### config.mk
export PLATFORM = sky130hd
export DESIGN_NAME = fetch_ctrl
export DESIGN_NICKNAME = d
export VERILOG_FILES = /design/src/rtl/fetch_ctrl.sv
export SDC_FILE = /design/constraint.sdc
export NUM_CORES = 1
export LEC_CHECK = 0
export ABC_AREA = 0
export CAP_MARGIN = 10
export CORE_ASPECT_RATIO = 0.7
export CORE_MARGIN = 2
export CORE_UTILIZATION = 52
export CTS_CLUSTER_DIAMETER = 100
export DETAILED_ROUTE_END_ITERATION = 16
export PLACE_DENSITY = 0.91
export SYNTH_ARGS = -nofsm -noshare
export SYNTH_HDL_FRONTEND = slang
export SYNTH_SLANG_ARGS = --single-unit
### constraint.sdc
create_clock -name clk -period 3.2 [get_ports clk]
set_input_delay 0.64 -clock clk [delete_from_list [all_inputs] [get_ports clk]]
set_output_delay 0.64 -clock clk [all_outputs]
set_load 0.03 [all_outputs]
### src/rtl/fetch_ctrl.sv
// Fetch sequencer: drives imem address, tracks one-cycle read latency, 2-entry queue to decode.
// Optional stall counter output enabled by defining FETCH_STALL_CNT_EN.
module fetch_ctrl #(
  parameter int ADDR_W = 8,
  parameter int INSTR_W = 16,
  parameter logic [ADDR_W-1:0] RESET_PC = '0
) (
  input  logic               clk,
  input  logic               reset,
  output logic [ADDR_W-1:0]  o_imem_addr,
  input  logic [INSTR_W-1:0] i_imem_data,
  input  logic               i_redirect_valid,
  input  logic [ADDR_W-1:0]  i_redirect_pc,
  output logic               o_instr_valid,
  input  logic               i_instr_ready,
  output logic [INSTR_W-1:0] o_instr,
  output logic [ADDR_W-1:0]  o_instr_pc
`ifdef FETCH_STALL_CNT_EN
  ,
  output logic [15:0]        o_stall_count
`endif
);

  logic [ADDR_W-1:0]  r_fetch_pc;
  logic               r_inflight;
  logic [ADDR_W-1:0]  r_inflight_pc;
  logic [1:0]         r_count;
  logic [INSTR_W-1:0] r_q_instr [2];
  logic [ADDR_W-1:0]  r_q_pc    [2];

  logic       w_pop;
  logic       w_issue;
  logic [2:0] w_occ;

  assign o_imem_addr   = r_fetch_pc;
  assign o_instr_valid = (r_count != 2'd0);
  assign o_instr       = r_q_instr[0];
  assign o_instr_pc    = r_q_pc[0];

  always_comb begin
    w_pop   = o_instr_valid & i_instr_ready;
    w_occ   = {1'b0, r_count} + {2'b00, r_inflight};
    w_issue = !i_redirect_valid &&
              (w_occ < (3'd2 + {2'b00, w_pop}));
  end

  // Slot 0 is the head; it is only overwritten on refill so it holds when empty.
  always_ff @(posedge clk) begin
    if (reset) begin
      r_fetch_pc    <= RESET_PC;
      r_inflight    <= 1'b0;
      r_inflight_pc <= '0;
      r_count       <= 2'd0;
      r_q_instr[0]  <= '0;
      r_q_instr[1]  <= '0;
      r_q_pc[0]     <= '0;
      r_q_pc[1]     <= '0;
    end else if (i_redirect_valid) begin
      r_fetch_pc <= i_redirect_pc;
      r_inflight <= 1'b0;
      r_count    <= 2'd0;
    end else begin
      if (w_issue) begin
        r_inflight    <= 1'b1;
        r_inflight_pc <= r_fetch_pc;
        r_fetch_pc    <= r_fetch_pc + ADDR_W'(1);
      end else begin
        r_inflight <= 1'b0;
      end
      case ({r_inflight, w_pop})
        2'b10: begin
          if (r_count == 2'd0) begin
            r_q_instr[0] <= i_imem_data;
            r_q_pc[0]    <= r_inflight_pc;
          end else begin
            r_q_instr[1] <= i_imem_data;
            r_q_pc[1]    <= r_inflight_pc;
          end
          r_count <= r_count + 2'd1;
        end
        2'b01: begin
          if (r_count == 2'd2) begin
            r_q_instr[0] <= r_q_instr[1];
            r_q_pc[0]    <= r_q_pc[1];
          end
          r_count <= r_count - 2'd1;
        end
        2'b11: begin
          if (r_count == 2'd1) begin
            r_q_instr[0] <= i_imem_data;
            r_q_pc[0]    <= r_inflight_pc;
          end else begin
            r_q_instr[0] <= r_q_instr[1];
            r_q_pc[0]    <= r_q_pc[1];
            r_q_instr[1] <= i_imem_data;
            r_q_pc[1]    <= r_inflight_pc;
          end
        end
        default: ;
      endcase
    end
  end

`ifdef FETCH_STALL_CNT_EN
  logic [15:0] r_stall_count;
  assign o_stall_count = r_stall_count;

  always_ff @(posedge clk) begin
    if (reset)
      r_stall_count <= 16'd0;
    else if (o_instr_valid && !i_instr_ready &&
             r_stall_count != 16'hFFFF)
      r_stall_count <= r_stall_count + 16'd1;
  end
`endif

endmodule

Yosys cells after proc, flatten, opt, wreduce, memory -nomap -nowiden
Memories as Yosys holds them, arrays and structs flattened.
Index checks and enable logic that the tools add are counted.
{"block": "word_totals", "regBits": 19, "latchBits": 0, "ram_bits": 48, "mem_bits_ro": 0, "input_bits": 28, "out_inout_bits": 33, "wordCells": 82, "mem_count": 2}
{"block": "classes", "addsub": 5, "multipliers": 0, "div_mod_pow": 0, "magnitude_cmp": 1, "n_eq_ne": 5, "shift": 0, "n_mux": 43, "bitwise_logic": 14, "reduce_logical": 8}
{"name": "r_q_instr", "depth": 2, "width": 16, "rd": 2, "rd_ports_with_merged_regs": 0, "wr": 2, "line": "28", "source": "logic [INSTR_W-1:0] r_q_instr [2];"}
{"name": "r_q_pc", "depth": 2, "width": 8, "rd": 2, "rd_ports_with_merged_regs": 0, "wr": 2, "line": "29", "source": "logic [ADDR_W-1:0] r_q_pc [2];"}
{"cell": "two-way mux 16 bit", "n": 6}
{"cell": "two-way mux 8 bit", "n": 8}
{"cell": "two-way mux 1 bit", "n": 28}
{"cell": "bitwise OR 1 bit", "n": 12}
{"cell": "adder 8 x 1 -> 8 bit (second input constant)", "n": 1}
{"cell": "== test 2 bit (second input constant)", "n": 3}
{"cell": "nonzero test 2 bit", "n": 3}
{"cell": "== test 2 x 1 -> 1 bit (second input constant)", "n": 2}
{"cell": "one-hot mux 2 bit (2 select lines)", "n": 1}
{"cell": "adder 2 x 1 -> 3 bit", "n": 1}
{"cell": "adder 2 x 1 -> 3 bit (first input constant)", "n": 1}
{"cell": "less-than comparator 3 bit", "n": 1}
{"cell": "adder 2 x 1 -> 2 bit (second input constant)", "n": 1}
{"cell": "logical NOT 2 bit", "n": 1}
{"cell": "AND reduction 2 bit", "n": 1}
{"cell": "OR reduction 2 bit", "n": 1}
{"cell": "subtractor 2 x 1 -> 2 bit (second input constant)", "n": 1}
{"cell": "AND 1 bit", "n": 1}
{"cell": "logical AND 1 bit", "n": 1}
{"cell": "logical NOT 1 bit", "n": 1}
{"cell": "NOT 1 bit", "n": 1}

Longest topological paths before layout
Gate-level depths: netlist (run 1).
{"block": "logic_depth", "word_depth": 11, "ltp_mapped": 8, "mapped_depth_nobuf": 6}

Worst setup path before layout (run 1)
OpenSTA, ideal clock, no wires.
{"block": "synth_path", "path_type": "flip-flop to flip-flop", "start": "reg r_count[1]", "end": "mem r_q_instr[1][3] (netlist: r_q_instr[0][19]), data pin", "setup_ns": 0.131, "arrival_time_ns": 2.199, "t_required_ns": 3.069, "path_slack_ns": 0.870, "path_stages_with_launch": 9, "path_buffers": 2, "period_less_slack_ns": 2.330, "path_cell_list": "dfxtp_1 -> inv_1 -> ha_1 -> buf_2 -> inv_1 -> a21oi_1 -> a2111oi_0 -> clkbuf_1 -> and2_1"}
{"element": "start, declared", "line": "27", "source": "logic [1:0] r_count;"}
{"element": "start signal, assigned", "line": "79", "source": "r_count <= r_count + 2'd1;"}
{"element": "start signal, assigned", "line": "86", "source": "r_count <= r_count - 2'd1;"}
{"element": "end, declared", "line": "28"}

Final worst setup path (run 1)
{"block": "layout_path", "start": "reg r_count[1]", "end": "out o_instr_valid"}
{"block": "layout_via", "elab_chain_cells": 1}
{"element": "nonzero test 2 bit", "line": "36", "source": "assign o_instr_valid = (r_count != 2'd0);"}
{"element": "end, declared", "line": "14", "source": "output logic o_instr_valid,"}
Every way passes these cells.

==> results_dict.tcl, run 1 <==
set metrics [dict create \
    p_int_mw 1.57 \
    status "completed" \
    synth_edf_count 48 \
    antenna_cells_inserted 0 \
    clk_latency_ps 340 \
    grt.overflow.total 0 \
    async_flop_share 0 \
    regArea_um2 1820 \
    ctsHoldBuffers 0 \
    drv_cap 0 \
    cp_num_buf_inv 3 \
    rsz0062_at_grt "no" \
    cp.required_ps 2560 \
    crit_start "r_count[1]" \
    grt_max_degree 25 \
    gp_congestion 0.870 \
    io-pin-count 61 \
    cts_sinks 67 \
    critical_path_class "reg -> out" \
    hpwlAfterDp_um 4360 \
    use_met1 0.247 \
    post-route-util 0.671 \
    crit_path_max_incr_delay_ps 670 \
    grt_pass1_vias 2203 \
    p_comb_frac 0.124 \
    drc_errors 0 \
    fmax_mhz 387 \
    setup_viol 0 \
    period_share 0.807 \
    antenna_found_initial 0 \
    cp.arrival_ps 1940 \
    path_cells "inv_1, ha_1, inv_1, clkdlybuf4s50_1" \
    peakVddDrop_mv 0.287 \
    ys_warn_count 0 \
    min_from "r_inflight_pc[5]" \
    postSynthAreaPerCell_um2 10.6 \
    drtIter0Drc 167 \
    chipHeight_um 69.7 \
    die_area_um2 6830 \
    top_usage_layer "met2" \
    clk_pin_slew_ps 70 \
    core_area_um2 5840 \
    place_area_um2 3700 \
    rows 23 \
    cts_tree "built" \
    ys_ff_latch 67 \
    final_cell_area_um2 3920 \
    root_buffer "clkbuf_8" \
    use_met2 0.334 \
    switching_share 0.232 \
    syn_nets 339 \
    synth_top_area_frac 0.449 \
    ys.flop_type "edfxtp_1" \
    min_period_ps 2580 \
    ys_top_cells_by_area "edfxtp_1, dfxtp_1, nand2_1" \
    vias_per_cell 5.48 \
    crit_top_cell "inv_1" \
    p_leak_nw 1.50 \
    dieWidth_um 97.9 \
    yosys-top-cells-count "nand2_1, edfxtp_1, o21ai_0" \
    detail_route.wl_per_cell_um 15.9 \
    htree_levels 3 \
    cp-end-kind "output port" \
    finalHoldViolations 0 \
    area_growth_pct 22.1 \
    slew_violations 0 \
    worst-path-max-fanout 9 \
    yosysMostFrequentCell "nand2_1" \
    routed_wl_um 6680 \
    portBuffers 60 \
    max-clock-path-buffers 2 \
    relSlewSlack 0.520 \
    cts_made_buffers 9 \
    finClkSkew_ps 5.02 \
    yosys.cell_types.count 39 \
    clockPowerShare 0.384 \
    netlist_instances 304 \
    multi_input_area_um2 1120 \
    r2r_start "r_inflight" \
    nFillCells 438 \
    powerDensity_nw_per_um2 522 \
    start_util 0.549 \
    start_kind "flip-flop" \
    slowest_stage "clkdlybuf4s50_1" \
    grt_pass1_wl_um 10700 \
    power_switching_mw 0.475 \
    postCtsSetupRepairBufs 0 \
    grtUsageTotal 0.203 \
    synth_area_um2 3210 \
    yosys.area.top_type "edfxtp_1" \
    cp_top_family "buffers and inverters" \
    firstDrtPassIters 5 \
    seq_area_frac_synth 0.568 \
    p_seq_frac 0.492 \
    gr-usage-met3 0.0746 \
    tns_ps 0 \
    nNetsFinal 374 \
    cts_resized 0 \
    layout-drive-gt1-share 0.0610 \
    vias 2295 \
    tightest_slew_ps 720 \
    ant_nets 0 \
    hold_class "reg -> reg" \
]
## placed cells by master (no fill, tap or decap), drive strengths merged, types with 2 or more instances in the layout
| cell type | instances |
|---|---|
| a221oi | 2 |
| dfxtp | 19 |
| a2111oi | 3 |
| o21ai | 25 |
| clkbuf | 14 |
| o22ai | 2 |
| nor2b | 4 |
| nand3 | 3 |
| xnor2 | 5 |
| nand2 | 51 |
| edfxtp | 48 |
| or2b | 2 |
| mux2i | 9 |
| a21oi | 4 |
| ha | 7 |
| a211oi | 9 |
| bufinv | 2 |
| or2 | 2 |
| nor2 | 20 |
| inv | 8 |
| buf | 4 |
| and2 | 24 |
| clkdlybuf4s50 | 60 |
## kinds of logic (layout without fill, tap and decap cells)
logic type | count (synthesis) | after routing | share of synthesized area
adders and majority gates | 7 | 7 | 0.0273
and+or+nand+nor | 113 | 113 | 0.167
DFF | 67 | 67 | 0.568
AOI/OAI and AO/OA | 55 | 55 | 0.111
xor gates and xnor gates | 5 | 5 | 0.0136
muxes | 9 | 9 | 0.0281
buffers and inverters | 48 | 88 | 0.0854
## stage by stage
stage | power [mW] | worst slack (ps) | instances | hold WS (ps)
6_report | 2.04 | 616 | 419 | 523
3_5_place_dp | 1.28 | 376 | 403 | 507
5_1_grt | 2.11 | 536 | 419 | 542
2_1_floorplan | 1.18 | 870 | 304 | 478
3_3_place_gp | 1.27 | 429 | 403 | 491
4_1_cts | 2.05 | 607 | 419 | 525
## area by class of cell
type,instances,area share
Clock inverter,2,0.0153
Timing Repair Buffer,64,0.161
Clock buffer,14,0.0415
Sequential cell,67,0.465
Inverter,8,0.00766
Multi-Input combinational cell,189,0.286
Tap cell,75,0.0239
## registers in the layout, indices dropped and copies added (netlist names)
signal and flops:
r_q_instr 32, r_q_pc 16, r_inflight 1, r_inflight_pc 8, r_count 2, o_imem_addr 8
## final timing paths
path	end	cells after the start	slack, ps
setup / recovery	o_instr_valid	4	620
hold reg to reg	r_inflight_pc[5]	2	520
setup reg to reg	o_imem_addr[5]	5	750
hold / removal	r_inflight_pc[5]	2	520
## power groups by stage
stage                     sequential, mW  clock [mW]  combinational, mW
final                               1.01       0.785              0.253
after floorplan                     1.03           0              0.152
after global routing                1.01       0.828              0.271
after global placement              1.02           0              0.244
after detailed placement            1.02           0              0.251
after CTS                           1.01       0.792              0.253
## routing by layer
layer	share of wire	wire [µm]
met1	0.42	2780
met4	0.013	87
met3	0.088	586
met5	0	0
met2	0.48	3220
## worst reg2reg max path: stages (launching register included)
cell      delay [ps]
dfxtp_1          580
ha_1             320
or3b_1           460
a21o_1           270
or4_1            510
a311oi_1         240
No activity file was read; power rests on OpenSTA's default activity.
==> inputs of run 2 (changes only) <==
--- a/config.mk
+++ b/config.mk
@@ -9,10 +9,10 @@
 export CAP_MARGIN = 10
 export CORE_ASPECT_RATIO = 0.7
 export CORE_MARGIN = 2
-export CORE_UTILIZATION = 52
+export CORE_UTILIZATION = 47
 export CTS_CLUSTER_DIAMETER = 100
 export DETAILED_ROUTE_END_ITERATION = 16
-export PLACE_DENSITY = 0.91
+export PLACE_DENSITY = 0.87
 export SYNTH_ARGS = -nofsm -noshare
 export SYNTH_HDL_FRONTEND = slang
 export SYNTH_SLANG_ARGS = --single-unit
==> constraint.sdc (replaced) <==
create_clock -name clk -period 2.1 [get_ports clk]
set_input_delay 0.42 -clock clk [delete_from_list [all_inputs] [get_ports clk]]
set_output_delay 0.42 -clock clk [all_outputs]
set_load 0.03 [all_outputs]
==> run 2 against run 1 <==
Compared with the run above: first-iteration DRC count is 25% lower; largest cell class unchanged; count of clock-buffer cells in the layout fell by 5; non-clock buffer count rose by 14.
==> results_dict.tcl, run 2 (synthesis gave the netlist of run 1 again) <==
set metrics [dict create \
    gp_congestion 0.881 \
    firstDrtPassIters 4 \
    die_area_um2 7520 \
    drc_errors 0 \
    use_met2 0.288 \
    dieWidth_um 103 \
    start_util 0.479 \
    vias 2289 \
    cp_top_family "simple AND/OR/NAND/NOR gates" \
    crit_start "r_count[1]" \
    largest_reg_flops 32 \
    r2r_slack_ps 100 \
    vias_per_cell 5.06 \
    critical_path_class "reg -> reg" \
    nFillCells 558 \
    area_growth_pct 29.2 \
    r2r_start "r_count[1]" \
    powerDensity_nw_per_um2 758 \
    fmax_mhz 499 \
    cts_sinks 67 \
    ctsHoldBuffers 0 \
    setup_viol 0 \
    cp-end-kind "flip-flop" \
    root_buffer "clkbuf_8" \
    layout-drive-gt1-share 0.123 \
    grt.overflow.total 0 \
    post-route-util 0.619 \
    routed_wl_um 6530 \
    worst-path-max-fanout 6 \
    relSlewSlack 0.748 \
    worstSetupEndpoint "o_imem_addr[5]" \
    multi_input_area_um2 1150 \
    start_kind "flip-flop" \
    regArea_um2 1820 \
    tightest_slew_ps 368 \
    hold_ws_ps 525 \
    place_area_um2 3920 \
    crit_path_max_incr_delay_ps 500 \
    grt_pass1_vias 2176 \
    core_area_um2 6690 \
    rows 25 \
    antenna_cells_inserted 0 \
    chipHeight_um 73.1 \
    clk_latency_ps 350 \
    grt_max_degree 25 \
    cp.required_ps 2370 \
    largest_register "r_q_instr" \
    detail_route.wl_per_cell_um 14.5 \
    ant_nets 0 \
    cp_num_cells 6 \
    antenna_found_initial 0 \
    htree_levels 3 \
    slowest_stage "or4_1" \
    reg2reg_depth 6 \
    status "completed" \
    max-clock-path-buffers 2 \
    p_leak_nw 1.59 \
    mostFrequentLayoutCells "clkdlybuf4s50_1, nand2_1, edfxtp_1" \
    finalHoldViolations 0 \
    gr-usage-met3 0.0642 \
    hold_class "reg -> reg" \
    drv_cap 0 \
    cts_tree "built" \
    cp_num_buf_inv 1 \
    portBuffers 60 \
    path_cells "inv_2, ha_4, or3b_1, a21o_1, or4_1, a311oi_1" \
    hpwlAfterDp_um 4490 \
    grt_pass1_wl_um 10600 \
    slew_violations 0 \
    io-pin-count 61 \
    nNetsFinal 388 \
    finClkSkew_ps 8.79 \
    drtIter0Drc 125 \
    cts_made_buffers 9 \
    peakVddDrop_mv 0.385 \
    layout_commonest_cell "clkdlybuf4s50_1" \
    r2r_end "o_imem_addr[5]" \
    cp.arrival_ps 2270 \
    rsz0062_at_grt "no" \
    largestRegisters "r_q_instr x32, r_q_pc x16" \
    min_period_ps 2000 \
    final_cell_area_um2 4150 \
    period_share 0.954 \
    total_power_mw 3.14 \
    use_met1 0.249 \
    clk_pin_slew_ps 80 \
    grtUsageTotal 0.189 \
    top_usage_layer "met2" \
    postCtsSetupRepairBufs 0 \
]
run 2: changes by cell type in the layout (fill, tap and decap cells not counted), sizes merged:
cell and delta:
buf +14, clkdlybuf4s50 -1, dlygate4sd2 +1, clkinvlp +1, clkinv +2, clkbuf -5, inv +2
run 2: worst reg2reg max path, delay by kind of cell, from the launching register on:
kind | cells | cell delay (ps)
and+or+nand+nor | 2 | 890
AOI/OAI and AO/OA | 2 | 390
DFF | 1 | 380
adders and majority gates | 1 | 180
buffers and inverters | 1 | 80
run 2: worst min path at each step:
stage / from / end / depth (start not counted)
global route: r_q_pc[0][15] / r_q_pc[0][7] / 2
finish: r_inflight_pc[6] / r_inflight_pc[6] / 2
global placement: r_inflight_pc[1] / r_inflight_pc[1] / 2
floorplan: r_inflight_pc[0] / r_inflight_pc[0] / 2
CTS: r_q_instr[0][20] / r_q_instr[0][4] / 2
detailed placement: r_q_instr[0][20] / r_q_instr[0][4] / 2
run 2: timing repair:
item                                    4_1_cts  5_1_grt
resized for setup                             1        2
endpoints found under the setup margin        1        9
pin swaps                                     0        1
run 2: area by class of cell:
type / instances / area share
Clock buffer: 9 / 0.0299
Multi-Input combinational cell: 189 / 0.278
Tap cell: 94 / 0.0284
Sequential cell: 67 / 0.440
Timing Repair Buffer: 78 / 0.192
Inverter: 8 / 0.00724
Clock inverter: 7 / 0.0238
run 2: power breakdown:
part | internal (mW) | switching, mW | total, mW
sequential | 1.48 | 0.0454 | 1.53
clock | 0.676 | 0.511 | 1.19
combinational | 0.200 | 0.227 | 0.427
total | 2.36 | 0.783 | 3.14
run 2: per-stage QoR:
stage | TNS, ps | worst slack (ps) | std cells
5_1_grt | 0 | 0.505 | 452
4_1_cts | 0 | 41.3 | 452
6_report | 0 | 96.2 | 452
3_5_place_dp | -4270 | -188 | 436
3_3_place_gp | -3750 | -170 | 436
2_1_floorplan | 0 | 23.8 | 304
run 2: metal layers:
metal | vias to the layer above | routed length [µm]
met5 | - | 0
met4 | 0 | 88
met3 | 8 | 452
met2 | 72 | 3000
met1 | 1066 | 2990
li1 | 1143 | -
